**src/rtl/fifo_pkg.sv**
```systemverilog
// ---------------------------------------------------------------------------
// fifo_pkg
// Shared types and helpers for the parametrised SRAM FIFO.
//   state_t  : control FSM states (IDLE = empty, ACTIVE = partially filled,
//              FULL = holds DEPTH words)
//   ptr_wrap : advance a pointer by one, wrapping to 0 after depth-1. Works
//              for any depth, so non-power-of-two FIFOs wrap correctly.
// ---------------------------------------------------------------------------
package fifo_pkg;

    typedef enum logic [1:0] {
        IDLE   = 2'd0,
        ACTIVE = 2'd1,
        FULL   = 2'd2
    } state_t;

    function automatic int unsigned ptr_wrap(input int unsigned ptr,
                                             input int unsigned depth);
        return (ptr == depth - 1) ? 0 : ptr + 1;
    endfunction

endpackage

```
**src/rtl/fifo_ptr_gen.sv**
```systemverilog
// ---------------------------------------------------------------------------
// fifo_ptr_gen
// Single wrapping address pointer. One instance drives the write address and
// a second drives the read address of the FIFO memory.
// Ports:
//   clk   : system clock, rising edge
//   rst   : synchronous active-high reset, pointer -> 0
//   clear : synchronous flush, pointer -> 0
//   inc   : advance the pointer by one (wraps after DEPTH-1)
//   ptr   : current pointer value
// ---------------------------------------------------------------------------
module fifo_ptr_gen
    import fifo_pkg::*;
#(
    parameter  int DEPTH  = 16,
    localparam int ADDR_W = $clog2(DEPTH)
) (
    input  logic              clk,
    input  logic              rst,
    input  logic              clear,
    input  logic              inc,
    output logic [ADDR_W-1:0] ptr
);

    logic [ADDR_W-1:0] r_ptr;

    // Pointer register; reset and flush both return it to address 0.
    always_ff @(posedge clk) begin
        if (rst || clear) begin
            r_ptr <= '0;
        end else if (inc) begin
            r_ptr <= ADDR_W'(ptr_wrap(32'(r_ptr), DEPTH));
        end
    end

    assign ptr = r_ptr;

endmodule

```
**src/rtl/param_ag_sram_fifo.sv**
```systemverilog
// ---------------------------------------------------------------------------
// param_ag_sram_fifo
// Address generator plus inferred on-chip SRAM used as a FIFO between the
// I2C byte interface and the DES block-assembly logic.
// Optional build macro: FIFO_PARITY_EN (stores an even parity bit per word
// and pulses parity_err alongside rd_valid when a read word fails the check).
// Ports:
//   clk, rst        : clock and synchronous active-high reset
//   clear           : synchronous flush of pointers/count/flags, memory kept
//   wr_en, wr_data  : write request and word
//   rd_en           : read request
//   rd_data         : read word, qualified by the rd_valid pulse
//   full, empty     : status decoded from the control FSM
//   count           : number of stored words (0..DEPTH)
//   overflow        : sticky, write attempted while full
//   underflow       : sticky, read attempted while empty
//   parity_err      : parity mismatch on the delivered word (0 when disabled)
// ---------------------------------------------------------------------------
module param_ag_sram_fifo
    import fifo_pkg::*;
#(
    parameter  int DATA_W = 8,
    parameter  int DEPTH  = 16,
    localparam int ADDR_W = $clog2(DEPTH)
) (
    input  logic              clk,
    input  logic              rst,
    input  logic              clear,
    input  logic              wr_en,
    input  logic [DATA_W-1:0] wr_data,
    input  logic              rd_en,
    output logic [DATA_W-1:0] rd_data,
    output logic              rd_valid,
    output logic              full,
    output logic              empty,
    output logic [ADDR_W:0]   count,
    output logic              overflow,
    output logic              underflow,
    output logic              parity_err
);

`ifdef FIFO_PARITY_EN
    localparam int MEM_W = DATA_W + 1;
`else
    localparam int MEM_W = DATA_W;
`endif

    logic [MEM_W-1:0]  r_mem [DEPTH];
    state_t            r_state;
    state_t            w_stateNext;
    logic [ADDR_W:0]   r_count;
    logic [ADDR_W:0]   w_countNext;
    logic [ADDR_W-1:0] w_wrPtr;
    logic [ADDR_W-1:0] w_rdPtr;
    logic [MEM_W-1:0]  w_rdWord;
    logic [DATA_W-1:0] r_rdData;
    logic              r_rdValid;
    logic              r_overflow;
    logic              r_underflow;
    logic              w_flush;
    logic              w_wrAcc;
    logic              w_rdAcc;

    // Reset and clear both flush; any request in a flush cycle is ignored.
    assign w_flush  = rst | clear;
    assign full     = (r_state == FULL);
    assign empty    = (r_state == IDLE);
    assign w_wrAcc  = wr_en & ~full  & ~w_flush;
    assign w_rdAcc  = rd_en & ~empty & ~w_flush;
    assign w_rdWord = r_mem[w_rdPtr];

    fifo_ptr_gen #(.DEPTH(DEPTH)) u_wrPtr (
        .clk   (clk),
        .rst   (rst),
        .clear (clear),
        .inc   (w_wrAcc),
        .ptr   (w_wrPtr)
    );

    fifo_ptr_gen #(.DEPTH(DEPTH)) u_rdPtr (
        .clk   (clk),
        .rst   (rst),
        .clear (clear),
        .inc   (w_rdAcc),
        .ptr   (w_rdPtr)
    );

    // Next count and next FSM state. Because a full FIFO never accepts a
    // write and an empty one never accepts a read, there is no pass-through
    // or bypass path and the count can never leave 0..DEPTH.
    always_comb begin
        w_countNext = r_count;
        w_stateNext = r_state;
        case ({w_wrAcc, w_rdAcc})
            2'b10:   w_countNext = r_count + (ADDR_W+1)'(1);
            2'b01:   w_countNext = r_count - (ADDR_W+1)'(1);
            default: w_countNext = r_count;
        endcase
        if (w_flush) begin
            w_stateNext = IDLE;
        end else begin
            case (r_state)
                IDLE:    if (w_wrAcc) w_stateNext = ACTIVE;
                ACTIVE: begin
                    if (w_countNext == (ADDR_W+1)'(DEPTH)) begin
                        w_stateNext = FULL;
                    end else if (w_countNext == '0) begin
                        w_stateNext = IDLE;
                    end
                end
                FULL:    if (w_rdAcc) w_stateNext = ACTIVE;
                default: w_stateNext = IDLE;
            endcase
        end
    end

    // FSM state and occupancy count.
    always_ff @(posedge clk) begin
        if (w_flush) begin
            r_state <= IDLE;
            r_count <= '0;
        end else begin
            r_state <= w_stateNext;
            r_count <= w_countNext;
        end
    end

    // Storage array; never reset so it maps onto plain SRAM.
    always_ff @(posedge clk) begin
        if (w_wrAcc) begin
`ifdef FIFO_PARITY_EN
            r_mem[w_wrPtr] <= {^wr_data, wr_data};
`else
            r_mem[w_wrPtr] <= wr_data;
`endif
        end
    end

    // Read port: rd_data only clears on reset; clear leaves the last word.
    always_ff @(posedge clk) begin
        if (rst) begin
            r_rdData <= '0;
        end else if (w_rdAcc) begin
            r_rdData <= w_rdWord[DATA_W-1:0];
        end
    end

    // Read strobe and sticky error flags.
    always_ff @(posedge clk) begin
        if (w_flush) begin
            r_rdValid   <= 1'b0;
            r_overflow  <= 1'b0;
            r_underflow <= 1'b0;
        end else begin
            r_rdValid <= w_rdAcc;
            if (wr_en && full) begin
                r_overflow <= 1'b1;
            end
            if (rd_en && empty) begin
                r_underflow <= 1'b1;
            end
        end
    end

`ifdef FIFO_PARITY_EN
    logic r_parityErr;

    // The stored word carries even parity, so a good word XORs to 0.
    always_ff @(posedge clk) begin
        if (w_flush) begin
            r_parityErr <= 1'b0;
        end else begin
            r_parityErr <= w_rdAcc & (^w_rdWord);
        end
    end

    assign parity_err = r_parityErr;
`else
    assign parity_err = 1'b0;
`endif

    assign rd_data   = r_rdData;
    assign rd_valid  = r_rdValid;
    assign count     = r_count;
    assign overflow  = r_overflow;
    assign underflow = r_underflow;

endmodule

```
**config.mk**
```make
export PLATFORM = sky130hd
export DESIGN_NAME = param_ag_sram_fifo
export DESIGN_NICKNAME = d
export VERILOG_FILES = /design/src/rtl/fifo_pkg.sv /design/src/rtl/fifo_ptr_gen.sv /design/src/rtl/param_ag_sram_fifo.sv
export SDC_FILE = /design/constraint.sdc
export NUM_CORES = 1
export LEC_CHECK = 0
export CORE_AREA = 2 2 126 98
export CTS_CLUSTER_DIAMETER = 120
export CTS_CLUSTER_SIZE = 16
export DETAILED_ROUTE_END_ITERATION = 10
export DIE_AREA = 0 0 128 100
export GPL_TIMING_DRIVEN = 1
export PLACE_DENSITY = 0.73
export SETUP_SLACK_MARGIN = 0.3
export SKIP_LAST_GASP = 1
export SYNTH_ARGS = -nofsm -noshare
export SYNTH_HDL_FRONTEND = slang
export SYNTH_SLANG_ARGS = --single-unit
```
**constraint.sdc**
```tcl
create_clock -name clk -period 8.3 [get_ports clk]
set_input_delay 1.66 -clock clk [delete_from_list [all_inputs] [get_ports clk]]
set_output_delay 1.66 -clock clk [all_outputs]
set_load 0.01 [all_outputs]
```
==> impl_metrics.csv, run 1 <==
group,metric,value,unit
floorplanning,die_h,100,um
run_status,status,"completed",
global_routing,grt_pass1_vias,3333,
global_routing,gr-total-overflow,0,
clock_network,htree_num_levels,4,
detailed_routing,via_per_inst,5.99,
setup_path,cp-start-kind,"input port",
global_routing,antenna_found_initial,0,
logic_synthesis,syn_nets,387,
pwr,p_sw,0.000339,W
sta,slew_viol_final,0,
place,dp_cells,530,
sta,worst_pin_slew,0.793,ns
cells_and_area,fin_nets,422,
logic_synthesis,synth.cell_area,6210,um^2
sta,fin_worst_skew,0.00822,ns
setup_path,crit_path_max_incr_delay,0.60,ns
clock_network,clk_path_buf_depth,2,
detailed_routing,first_pass_iters,5,
pwr,switching_share,21.1,%
cells_and_area,insertedDiodeCount,0,
setup_path,critPathMostFrequentCell,"ha_1",
logic_synthesis,ys_seq_area_share,70.3,%
sta,fmax,0.200,GHz
cells_and_area,final_area,7190,um^2
global_routing,grt_pass1_wl,19300,um
setup_path,crit_path_end_kind,"flip-flop",
global_routing,grt_max_degree,38,
logic_synthesis,postSynthAreaPerCell,17.0,um^2
clock_network,clkLatencyLatePin,0.42,ns
min_path,worst_hold_path_type,"reg -> reg",
logic_synthesis,synth.most_common_cell,"edfxtp_1",
setup_path,cp_top_family,"simple AND/OR/NAND/NOR gates",
setup_path,required,8.64,ns
run,maxCapViolCount,0,
detailed_routing,drt_iter0_markers,331,
logic_synthesis,synth_top_cell_area_share,61.9,%
floorplanning,dieWidth,128,um
clock_network,holdBufCountCts,0,
clock_network,cts_tree,"built",
setup_path,worstPathCellList,"clkdlybuf4s50_1 > nor2_4 > nand3b_1 > inv_1 > ha_1 > xor2_1 > ha_1 > or3b_2 > a32oi_1 > xnor2_1 > nand2_1 > o31ai_1",
detailed_routing,drt_wl_total,12500,um
pwr,intPower,0.00127,W
sta,rsz0062_at_grt,"no",
pwr,total_power,0.00161,W
setup_path,cp.arrival,5.34,ns
floorplanning,boundaryPins,32,
cells_and_area,fin_cells,561,
sta,layout_min_cycle_time,5.00,ns
logic_synthesis,synth-edff-count,128,
logic_synthesis,synth-warning-count,0,
logic_synthesis,synthCells,366,
detailed_routing,wl_per_cell,22.3,um
place,dpl_cell_area,6620,um^2
global_routing,grt_usage,21.3,%
cells_and_area,drive_above_1_share,13.8,%
pwr,power.density,224,nW/um^2
detailed_routing,drcViolationCount,0,
logic_synthesis,synthFlopType,"edfxtp_1",
cells_and_area,syn_to_final_growth,15.7,%
floorplanning,fp-row-count,35,
detailed_routing,num_vias,3360,
sta,fin_setup_tns,0,ns
cells_and_area,finish.utilization,61.2,%
setup_path,path_class,"in -> reg",
sta,finalSetupViolations,0,
detailed_routing,antenna_left,0,
pwr,seq_power_share,52.3,%
logic_synthesis,ys_ff_latch,154,
logic_synthesis,synth_common_cells,"128 x edfxtp_1, 30 x nor2_1, 27 x a21oi_1, 26 x dfxtp_1, 17 x mux4_1",
sta,final-hold-violation-count,0,
place,place.port_buffers,30,
pwr,p_leak,2.35,nW
pwr,combPwrFrac,2.1,%
logic_synthesis,yosys.area.top_type,"edfxtp_1",
clock_network,postCtsResizedCells,0,
clock_network,post_cts_buffers,0,
pwr,clockPowerShare,45.6,%
logic_synthesis,synthDistinctLibCells,42,
clock_network,cts-root-buf,"clkbuf_16",
pwr,vdd_drop_max,0.000258,V
clock_network,cts.sinks,154,
setup_path,cp_num_buf_inv,2,
sta,slew_headroom,47.0,%
logic_synthesis,yosys-top-cells-area,"edfxtp_1 62%, dfxtp_1 8.4%, mux4_1 7.2%",
floorplanning,start_util,52.9,%
place,hpwl,7800,um
floorplanning,coreArea,11700,um^2
cells_and_area,fillers,843,
clock_network,clk_pin_slew,0.06,ns
sta,post-route-period-util,60.2,%
setup_path,worst_path_max_delay_cell,"clkdlybuf4s50_1",
clock_network,cts-buffers-inserted,17,
place,routabilityCongestion,0.853,
floorplanning,die-area,12800,um^2
setup_path,cp_max_fo,21,
logic_synthesis,synth-async-reset-ratio,0,%
-- power by group through the flow --
stage / clock network (W) / registers [W] / logic [W]
6_report: 0.000733 / 0.000840 / 0.0000339
3_3_place_gp: 0 / 0.000856 / 0.0000320
5_1_grt: 0.000780 / 0.000840 / 0.0000371
3_5_place_dp: 0 / 0.000857 / 0.0000340
2_1_floorplan: 0 / 0.000857 / 0.0000130
4_1_cts: 0.000744 / 0.000840 / 0.0000341
-- worst min-delay path: cells and delay by family, from the launching register on --
kind	cells	cell delay, ns
simple gates	1	0.07
flops	1	0.33
compound gates	1	0.04
-- through the flow --
step	setup WS, ns	hold slack [ns]
CTS	3.36	0.487
floorplan	4.27	0.483
detailed placement	2.94	0.472
global placement	3.18	0.455
global route	3.07	0.521
finish	3.30	0.475
-- state kept, by name, summed over array words and instances, names as in the netlist --
register	count
u_rdPtr.ptr	4
rd_valid	1
rd_data	8
underflow	1
overflow	1
r_state	2
r_mem	128
u_wrPtr.ptr	4
count	5
-- placed cells by master, fill, tap and decap left out, types with 7 or more instances in the layout --
| master | Yosys | layout |
|---|---|---|
| mux4_1 | 17 | 17 |
| nor2_1 | 30 | 30 |
| clkbuf_16 | 0 | 17 |
| mux4_2 | 15 | 15 |
| clkdlybuf4s50_1 | 0 | 30 |
| a22oi_1 | 16 | 16 |
| nand2_1 | 16 | 16 |
| dfxtp_1 | 26 | 25 |
| edfxtp_1 | 128 | 128 |
| a21oi_1 | 27 | 27 |
| ha_1 | 8 | 8 |
| inv_1 | 7 | 7 |
-- routing by layer --
| metal | track usage (%) | up-vias | share of wire (%) |
|---|---|---|---|
| met1 | 30.8 | 1725 | 45 |
| met3 | 6.13 | 8 | 6.4 |
| met2 | 31.5 | 111 | 47 |
| met4 | 7.27 | 0 | 0.74 |
| met5 | 0 | - | 0 |
| li1 | - | 1516 | - |
-- cell families (layout without fill, tap and decap cells) --
group	Yosys count	in the layout	share of synthesized area (%)
AO/OA/AOI/OAI	57	57	5.74
XOR/XNOR	6	6	0.846
adder cells (fa/ha/maj)	8	8	1.61
buffers and inverters	27	74	2.34
flip-flops	154	154	70.3
multiplexers	34	34	13.0
other	1	1	0.0604
AND/OR/NAND/NOR	79	79	6.17
-- area by class of cell --
class | count | area, um^2 | area share [%]
inverters | 7 | 26.3 | 0.366
clock buffers | 17 | 425 | 5.92
flip-flops and latches | 154 | 4370 | 60.7
multi-input cells | 185 | 1700 | 23.7
well taps | 148 | 185 | 2.58
repair buffers | 36 | 345 | 4.81
clock inverters | 14 | 139 | 1.93
-- worst paths after layout --
kind,start,endpoint,slack [ns],cells past startpoint
min,overflow,overflow,0.47,2
max,rst,r_state[1],3.30,12
min reg2reg,overflow,overflow,0.47,2
max reg2reg,r_state[1],r_state[1],4.84,11
(Power assumes the default switching activity.)
==> inputs of run 2 (changes only) <==
--- a/config.mk
+++ b/config.mk
@@ -5,13 +5,13 @@
 export SDC_FILE = /design/constraint.sdc
 export NUM_CORES = 1
 export LEC_CHECK = 0
-export CORE_AREA = 2 2 126 98
+export CORE_AREA = 2 2 127 98
 export CTS_CLUSTER_DIAMETER = 120
 export CTS_CLUSTER_SIZE = 16
 export DETAILED_ROUTE_END_ITERATION = 10
-export DIE_AREA = 0 0 128 100
+export DIE_AREA = 0 0 129 100
 export GPL_TIMING_DRIVEN = 1
-export PLACE_DENSITY = 0.73
+export PLACE_DENSITY = 0.75
 export SETUP_SLACK_MARGIN = 0.3
 export SKIP_LAST_GASP = 1
 export SYNTH_ARGS = -nofsm -noshare
==> constraint.sdc (replaced) <==
create_clock -name clk -period 4.35 [get_ports clk]
set_input_delay 0.87 -clock clk [delete_from_list [all_inputs] [get_ports clk]]
set_output_delay 0.87 -clock clk [all_outputs]
set_load 0.01 [all_outputs]
==> run 2 against run 1 <==
  * Power is 96% higher
  * Global-route usage fell by 0.68 points
  * Final area increased by 1.2%
  * Largest cell class unchanged
  * Largest power group unchanged
==> impl_metrics.csv, run 2 (synthesized netlist as in run 1, its figures left out) <==
group,metric,value,unit
global_routing,antenna_found_initial,0,
place,place.port_buffers,30,
min_path,worst_hold_path_type,"reg -> reg",
sta,post-route-period-util,80.4,%
min_path,hold_depth,2,
setup_path,r2r-end,"r_state[1]",
floorplanning,boundaryPins,32,
setup_path,path_class,"in -> reg",
pwr,combPwrFrac,2.0,%
run_status,status,"completed",
cells_and_area,fin_nets,424,
pwr,clockPowerShare,47.0,%
setup_path,r2r_start,"r_state[0]",
clock_network,cts.sinks,154,
run,maxCapViolCount,0,
place,hpwl,7710,um
sta,final-hold-violation-count,0,
setup_path,cp_num_buf_inv,2,
setup_path,critPathMostFrequentCell,"ha_1",
sta,fin_setup_tns,0,ns
setup_path,worst_path_max_delay_cell,"clkdlybuf4s50_1",
detailed_routing,antenna_left,0,
clock_network,post_cts_buffers,0,
setup_path,required,4.67,ns
global_routing,grt_max_degree,27,
cells_and_area,layout_commonest_cell,"edfxtp_1",
pwr,power.density,432,nW/um^2
cells_and_area,final_cell_mix,"128 x edfxtp_1, 30 x nor2_1, 30 x clkdlybuf4s50_1",
clock_network,clkLatencyLatePin,0.42,ns
detailed_routing,wl_per_cell,21.2,um
setup_path,cp.arrival,3.82,ns
pwr,seq_power_share,51.0,%
cells_and_area,syn_to_final_growth,17.2,%
sta,worst_pin_slew,0.946,ns
detailed_routing,first_pass_iters,5,
setup_path,crit_path_max_incr_delay,0.46,ns
global_routing,grt_usage,20.6,%
detailed_routing,drcViolationCount,0,
sta,slew_viol_final,0,
pwr,p_leak,2.39,nW
setup_path,cp_max_fo,9,
clock_network,cts-root-buf,"clkbuf_16",
global_routing,gr-total-overflow,0,
floorplanning,start_util,52.3,%
sta,fin_worst_skew,0.00754,ns
clock_network,cts-buffers-inserted,17,
cells_and_area,largest_reg_flops,128,
cells_and_area,top_register,"r_mem",
floorplanning,fp-row-count,35,
detailed_routing,num_vias,3363,
pwr,intPower,0.00254,W
sta,finalSetupViolations,0,
sta,layout_min_cycle_time,3.50,ns
sta,rsz0062_at_grt,"no",
sta,fmax,0.286,GHz
clock_network,cts_tree,"built",
floorplanning,die-area,12900,um^2
cells_and_area,insertedDiodeCount,0,
min_path,holdPathEnd,"rd_data[1]",
setup_path,worstPathCellList,"clkdlybuf4s50_1 > nor2_4 > and3_1 > inv_1 > ha_1 > xor2_1 > ha_1 > or3b_2 > a32oi_1 > xnor2_1 > nand2_1 > o31ai_1",
clock_network,clk_pin_slew,0.06,ns
setup_path,r2r_slack,1.42,ns
clock_network,holdBufCountCts,0,
cells_and_area,fillers,841,
setup_path,crit_path_end_kind,"flip-flop",
pwr,total_power,0.00314,W
clock_network,htree_num_levels,4,
pwr,switching_share,19.3,%
setup_path,cp_top_family,"simple AND/OR/NAND/NOR gates",
pwr,p_sw,0.000606,W
cells_and_area,drive_above_1_share,14.2,%
floorplanning,coreArea,11900,um^2
clock_network,postCtsResizedCells,0,
place,routabilityCongestion,0.813,
pwr,vdd_drop_max,0.000284,V
floorplanning,dieWidth,129,um
clock_network,clk_path_buf_depth,2,
detailed_routing,via_per_inst,5.78,
min_path,hold_start,"rd_data[1]",
setup_path,reg2reg_depth,11,
setup_path,cp-start-kind,"input port",
global_routing,grt_pass1_wl,19000,um
detailed_routing,drt_iter0_markers,319,
detailed_routing,drt_wl_total,12300,um
sta,slew_headroom,36.7,%
floorplanning,die_h,100,um
global_routing,grt_pass1_vias,3365,
==> run 2: cell types whose count changed in the layout (fill, tap and decap cells not counted), moves of 2 or more <==
cell	change
buf_4	+2
inv_6	-4
clkinv_2	+4
clkbuf_16	+5
clkinvlp_4	-2
clkinv_4	-3
==> run 2: power groups by stage <==
stage                     Combinational (W)  Sequential [W]  Clock [W]
after global routing              0.0000692         0.00160    0.00155
after CTS                         0.0000637         0.00160    0.00149
after global placement            0.0000602         0.00163          0
after floorplan                   0.0000247         0.00163          0
after detailed placement          0.0000631         0.00163          0
final                             0.0000636         0.00160    0.00148
==> run 2: worst max path at each step <==
stage | startpoint | end | slack (ns) | cells after the start
2_1_floorplan | rst | r_state[1] | 1.11 | 13
3_3_place_gp | clear | r_state[1] | 0.55 | 12
3_5_place_dp | clear | r_state[1] | 0.44 | 12
4_1_cts | clear | r_state[1] | 0.85 | 12
5_1_grt | clear | r_state[1] | 0.66 | 12
6_report | clear | r_state[1] | 0.85 | 12
==> run 2: area by class of cell <==
cell class                 instances  area [um^2]  area share [%]
timing repair buffer              38          360            4.95
clock inverter                     8         47.5           0.653
sequential                       154         4370            60.0
clock buffer                      24          568            7.81
multi-input combinational        185         1700            23.4
inverter                           7         26.3           0.361
tap                              166          208            2.85
==> run 2: worst reg2reg max path: stages, from the launching register on <==
cell and delay, ns:
dfxtp_1 0.39, nand2b_1 0.16, and3_1 0.35, inv_1 0.13, ha_1 0.29, xor2_1 0.19, ha_1 0.20, or3b_2 0.45
a32oi_1 0.24, xnor2_1 0.14, nand2_1 0.08, o31ai_1 0.22
==> run 2: routing by layer <==
metal / vias to the layer above / global-route usage, % / routed length [um]
met2: 121 / 31.1 / 5740
li1: 1529 / - / -
met4: 0 / 6.77 / 183
met5: - / 0 / 0
met3: 18 / 6.02 / 804
met1: 1695 / 29.3 / 5620
==> run 2: metrics by stage <==
stage | hold slack (ns) | util (%) | instance area (um^2) | worst slack, ns | instances
floorplan | 0.483 | - | 6210 | 1.11 | 366
global placement | 0.467 | 56.1 | 6660 | 0.546 | 550
detailed placement | 0.475 | 56.1 | 6660 | 0.441 | 550
CTS | 0.493 | 61.3 | 7280 | 0.853 | 582
global route | 0.535 | 61.3 | 7280 | 0.656 | 582
finish | 0.495 | 61.3 | 7280 | 0.851 | 582
==> inputs of run 3 (changes only) <==
--- a/config.mk
+++ b/config.mk
@@ -5,13 +5,13 @@
 export SDC_FILE = /design/constraint.sdc
 export NUM_CORES = 1
 export LEC_CHECK = 0
-export CORE_AREA = 2 2 127 98
+export CORE_AREA = 2 2 126 98
 export CTS_CLUSTER_DIAMETER = 120
 export CTS_CLUSTER_SIZE = 16
 export DETAILED_ROUTE_END_ITERATION = 10
-export DIE_AREA = 0 0 129 100
+export DIE_AREA = 0 0 128 100
 export GPL_TIMING_DRIVEN = 1
-export PLACE_DENSITY = 0.75
+export PLACE_DENSITY = 0.73
 export SETUP_SLACK_MARGIN = 0.3
 export SKIP_LAST_GASP = 1
 export SYNTH_ARGS = -nofsm -noshare
==> constraint.sdc (replaced) <==
create_clock -name clk -period 3.4 [get_ports clk]
set_input_delay 0.68 -clock clk [delete_from_list [all_inputs] [get_ports clk]]
set_output_delay 0.68 -clock clk [all_outputs]
set_load 0.01 [all_outputs]
==> run 3 against run 2 <==
  * Clock skew shrank 0.00079 ns
  * Non-clock buffer count is 17 higher
  * Cell count is 0.17% lower
  * First-iteration DRC count increased by 18%
  * Clock-buffer cell count is 6 lower
  * Register-to-register slack worse by 0.66 ns
  * Sequential power rose by 28%
  * Routed wire length is 1.1% lower
  * Sequential share of layout area is 0.72 points lower
  * Combinational power rose by 36%
  * Clock power grew 22%
  * Flip-flop and latch count unchanged
  * Critical endpoint unchanged
  * Highest routed layer unchanged
==> impl_metrics.csv, run 3 (synthesized netlist as in run 1, its figures left out) <==
group,metric,value,unit
sta,fmax,0.336,GHz
min_path,worst_hold_path_type,"reg -> reg",
setup_path,path_class,"in -> reg",
setup_path,crit_path_max_incr_delay,0.46,ns
cells_and_area,final_cell_mix,"128 x edfxtp_1, 30 x nor2_1, 30 x clkdlybuf4s50_1",
cells_and_area,top_register,"r_mem",
setup_path,cp-start-kind,"input port",
detailed_routing,first_pass_iters,4,
detailed_routing,wl_per_cell,21.0,um
cells_and_area,drive_above_1_share,18.2,%
setup_path,cp_num_buf_inv,2,
clock_network,cts-root-buf,"clkbuf_16",
global_routing,grt_max_degree,38,
global_routing,antenna_found_initial,0,
setup_path,worstPathCellList,"clkdlybuf4s50_1 > nor2_4 > and3_4 > inv_1 > ha_1 > xor2_1 > ha_2 > or3b_2 > a32oi_2 > xnor2_1 > nand2_1 > o31ai_2",
cells_and_area,largest_reg_flops,128,
cells_and_area,insertedDiodeCount,0,
pwr,vdd_drop_max,0.000407,V
sta,slew_headroom,53.5,%
place,routabilityCongestion,0.786,
run_status,status,"completed",
sta,layout_setup_ws,0.425,ns
run,maxCapViolCount,0,
global_routing,gr-total-overflow,0,
clock_network,clkLatencyLatePin,0.42,ns
setup_path,worst_path_max_delay_cell,"clkdlybuf4s50_1",
clock_network,cts.sinks,154,
cells_and_area,fin_nets,441,
sta,slew_viol_final,0,
global_routing,grt_pass1_wl,18600,um
floorplanning,die-area,12800,um^2
cells_and_area,syn_to_final_growth,18.6,%
sta,post-route-period-util,87.5,%
setup_path,cp_top_family,"simple AND/OR/NAND/NOR gates",
cells_and_area,multi_input_area,1720,um^2
floorplanning,coreArea,11700,um^2
pwr,total_power,0.00394,W
detailed_routing,drt_wl_total,12200,um
setup_path,startpoint,"rst",
cells_and_area,fillers,840,
sta,final-hold-violation-count,0,
cells_and_area,fin_cells,581,
floorplanning,fp-row-count,35,
setup_path,r2r_start,"r_state[0]",
clock_network,cts-buffers-inserted,17,
cells_and_area,seq_area,4370,um^2
detailed_routing,via_per_inst,5.89,
clock_network,htree_num_levels,4,
floorplanning,start_util,52.9,%
sta,worst_pin_slew,0.696,ns
sta,fin_setup_tns,0,ns
clock_network,cts_tree,"built",
sta,finalSetupViolations,0,
pwr,power.density,535,nW/um^2
global_routing,grt_usage,20.5,%
place,place.port_buffers,30,
place,dp_cells,548,
setup_path,crit_path_end_kind,"flip-flop",
detailed_routing,drt_iter0_markers,377,
setup_path,required,3.74,ns
floorplanning,boundaryPins,32,
floorplanning,die_h,100,um
detailed_routing,drcViolationCount,0,
global_routing,grt_pass1_vias,3206,
sta,fin_worst_skew,0.00675,ns
detailed_routing,antenna_left,0,
cells_and_area,layout_commonest_cell,"edfxtp_1",
floorplanning,dieWidth,128,um
detailed_routing,num_vias,3421,
min_path,hold_start,"overflow",
place,hpwl,7620,um
sta,rsz0062_at_grt,"no",
setup_path,cp_max_fo,4,
place,pre_cts_slack,0.0226,ns
sta,layout_min_cycle_time,2.98,ns
clock_network,clk_pin_slew,0.06,ns
pwr,p_leak,2.44,nW
setup_path,cp.arrival,3.31,ns
clock_network,clk_path_buf_depth,2,
-- run 3: cell count changes in the layout (fill, tap and decap cells not counted), sizes merged --
| cell | delta |
|---|---|
| bufinv | +1 |
| inv | +4 |
| clkinv | -3 |
| clkinvlp | +4 |
| buf | +17 |
| clkbuf | -6 |
-- run 3: worst min-delay path, stage by stage (launching register included) --
cell     delay (ns)
dfxtp_1        0.32
a21oi_1        0.04
nor2_1         0.07
-- run 3: power breakdown --
group	internal (W)	total, W	leakage [nW]	switching (W)
combinational	0.0000346	0.0000864	0.818	0.0000518
sequential	0.00205	0.00205	1.36	0.00000326
clock	0.00102	0.00180	0.261	0.000779
total	0.00310	0.00394	2.44	0.000834
-- run 3: what timing repair did --
item / CTS / global route
hold buffers: 0 / 0
buffers inserted: 0 / 1
gates resized for setup: 0 / 4
setup endpoints to repair: 0 / 1
-- run 3: final cells by class --
cell class                 instances  share of cell area [%]
multi-input combinational        185                    23.4
inverter                           7                   0.357
timing repair buffer              55                    6.80
tap                              148                    2.51
clock inverter                    14                    1.87
sequential                       154                    59.3
clock buffer                      18                    5.83
-- run 3: layer usage --
metal	routed length [um]	global-route usage [%]
met5	0	0
met1	5680	31.0
met4	129	6.34
met2	5620	29.2
met3	783	5.86
-- run 3: final timing paths --
check / to / depth (start not counted) / slack, ns
setup / recovery: r_state[1] / 12 / 0.42
hold / removal: overflow / 2 / 0.46
setup reg to reg: r_state[1] / 11 / 0.76
hold reg to reg: overflow / 2 / 0.46
-- run 3: metrics by stage --
| stage | instance area, um^2 | utilization, % | hold WS, ns |
|---|---|---|---|
| 3_5_place_dp | 6770 | 57.7 | 0.451 |
| 6_report | 7360 | 62.8 | 0.464 |
| 4_1_cts | 7340 | 62.5 | 0.468 |
| 5_1_grt | 7360 | 62.8 | 0.508 |
| 3_3_place_gp | 6770 | 57.7 | 0.454 |
| 2_1_floorplan | 6210 | - | 0.483 |
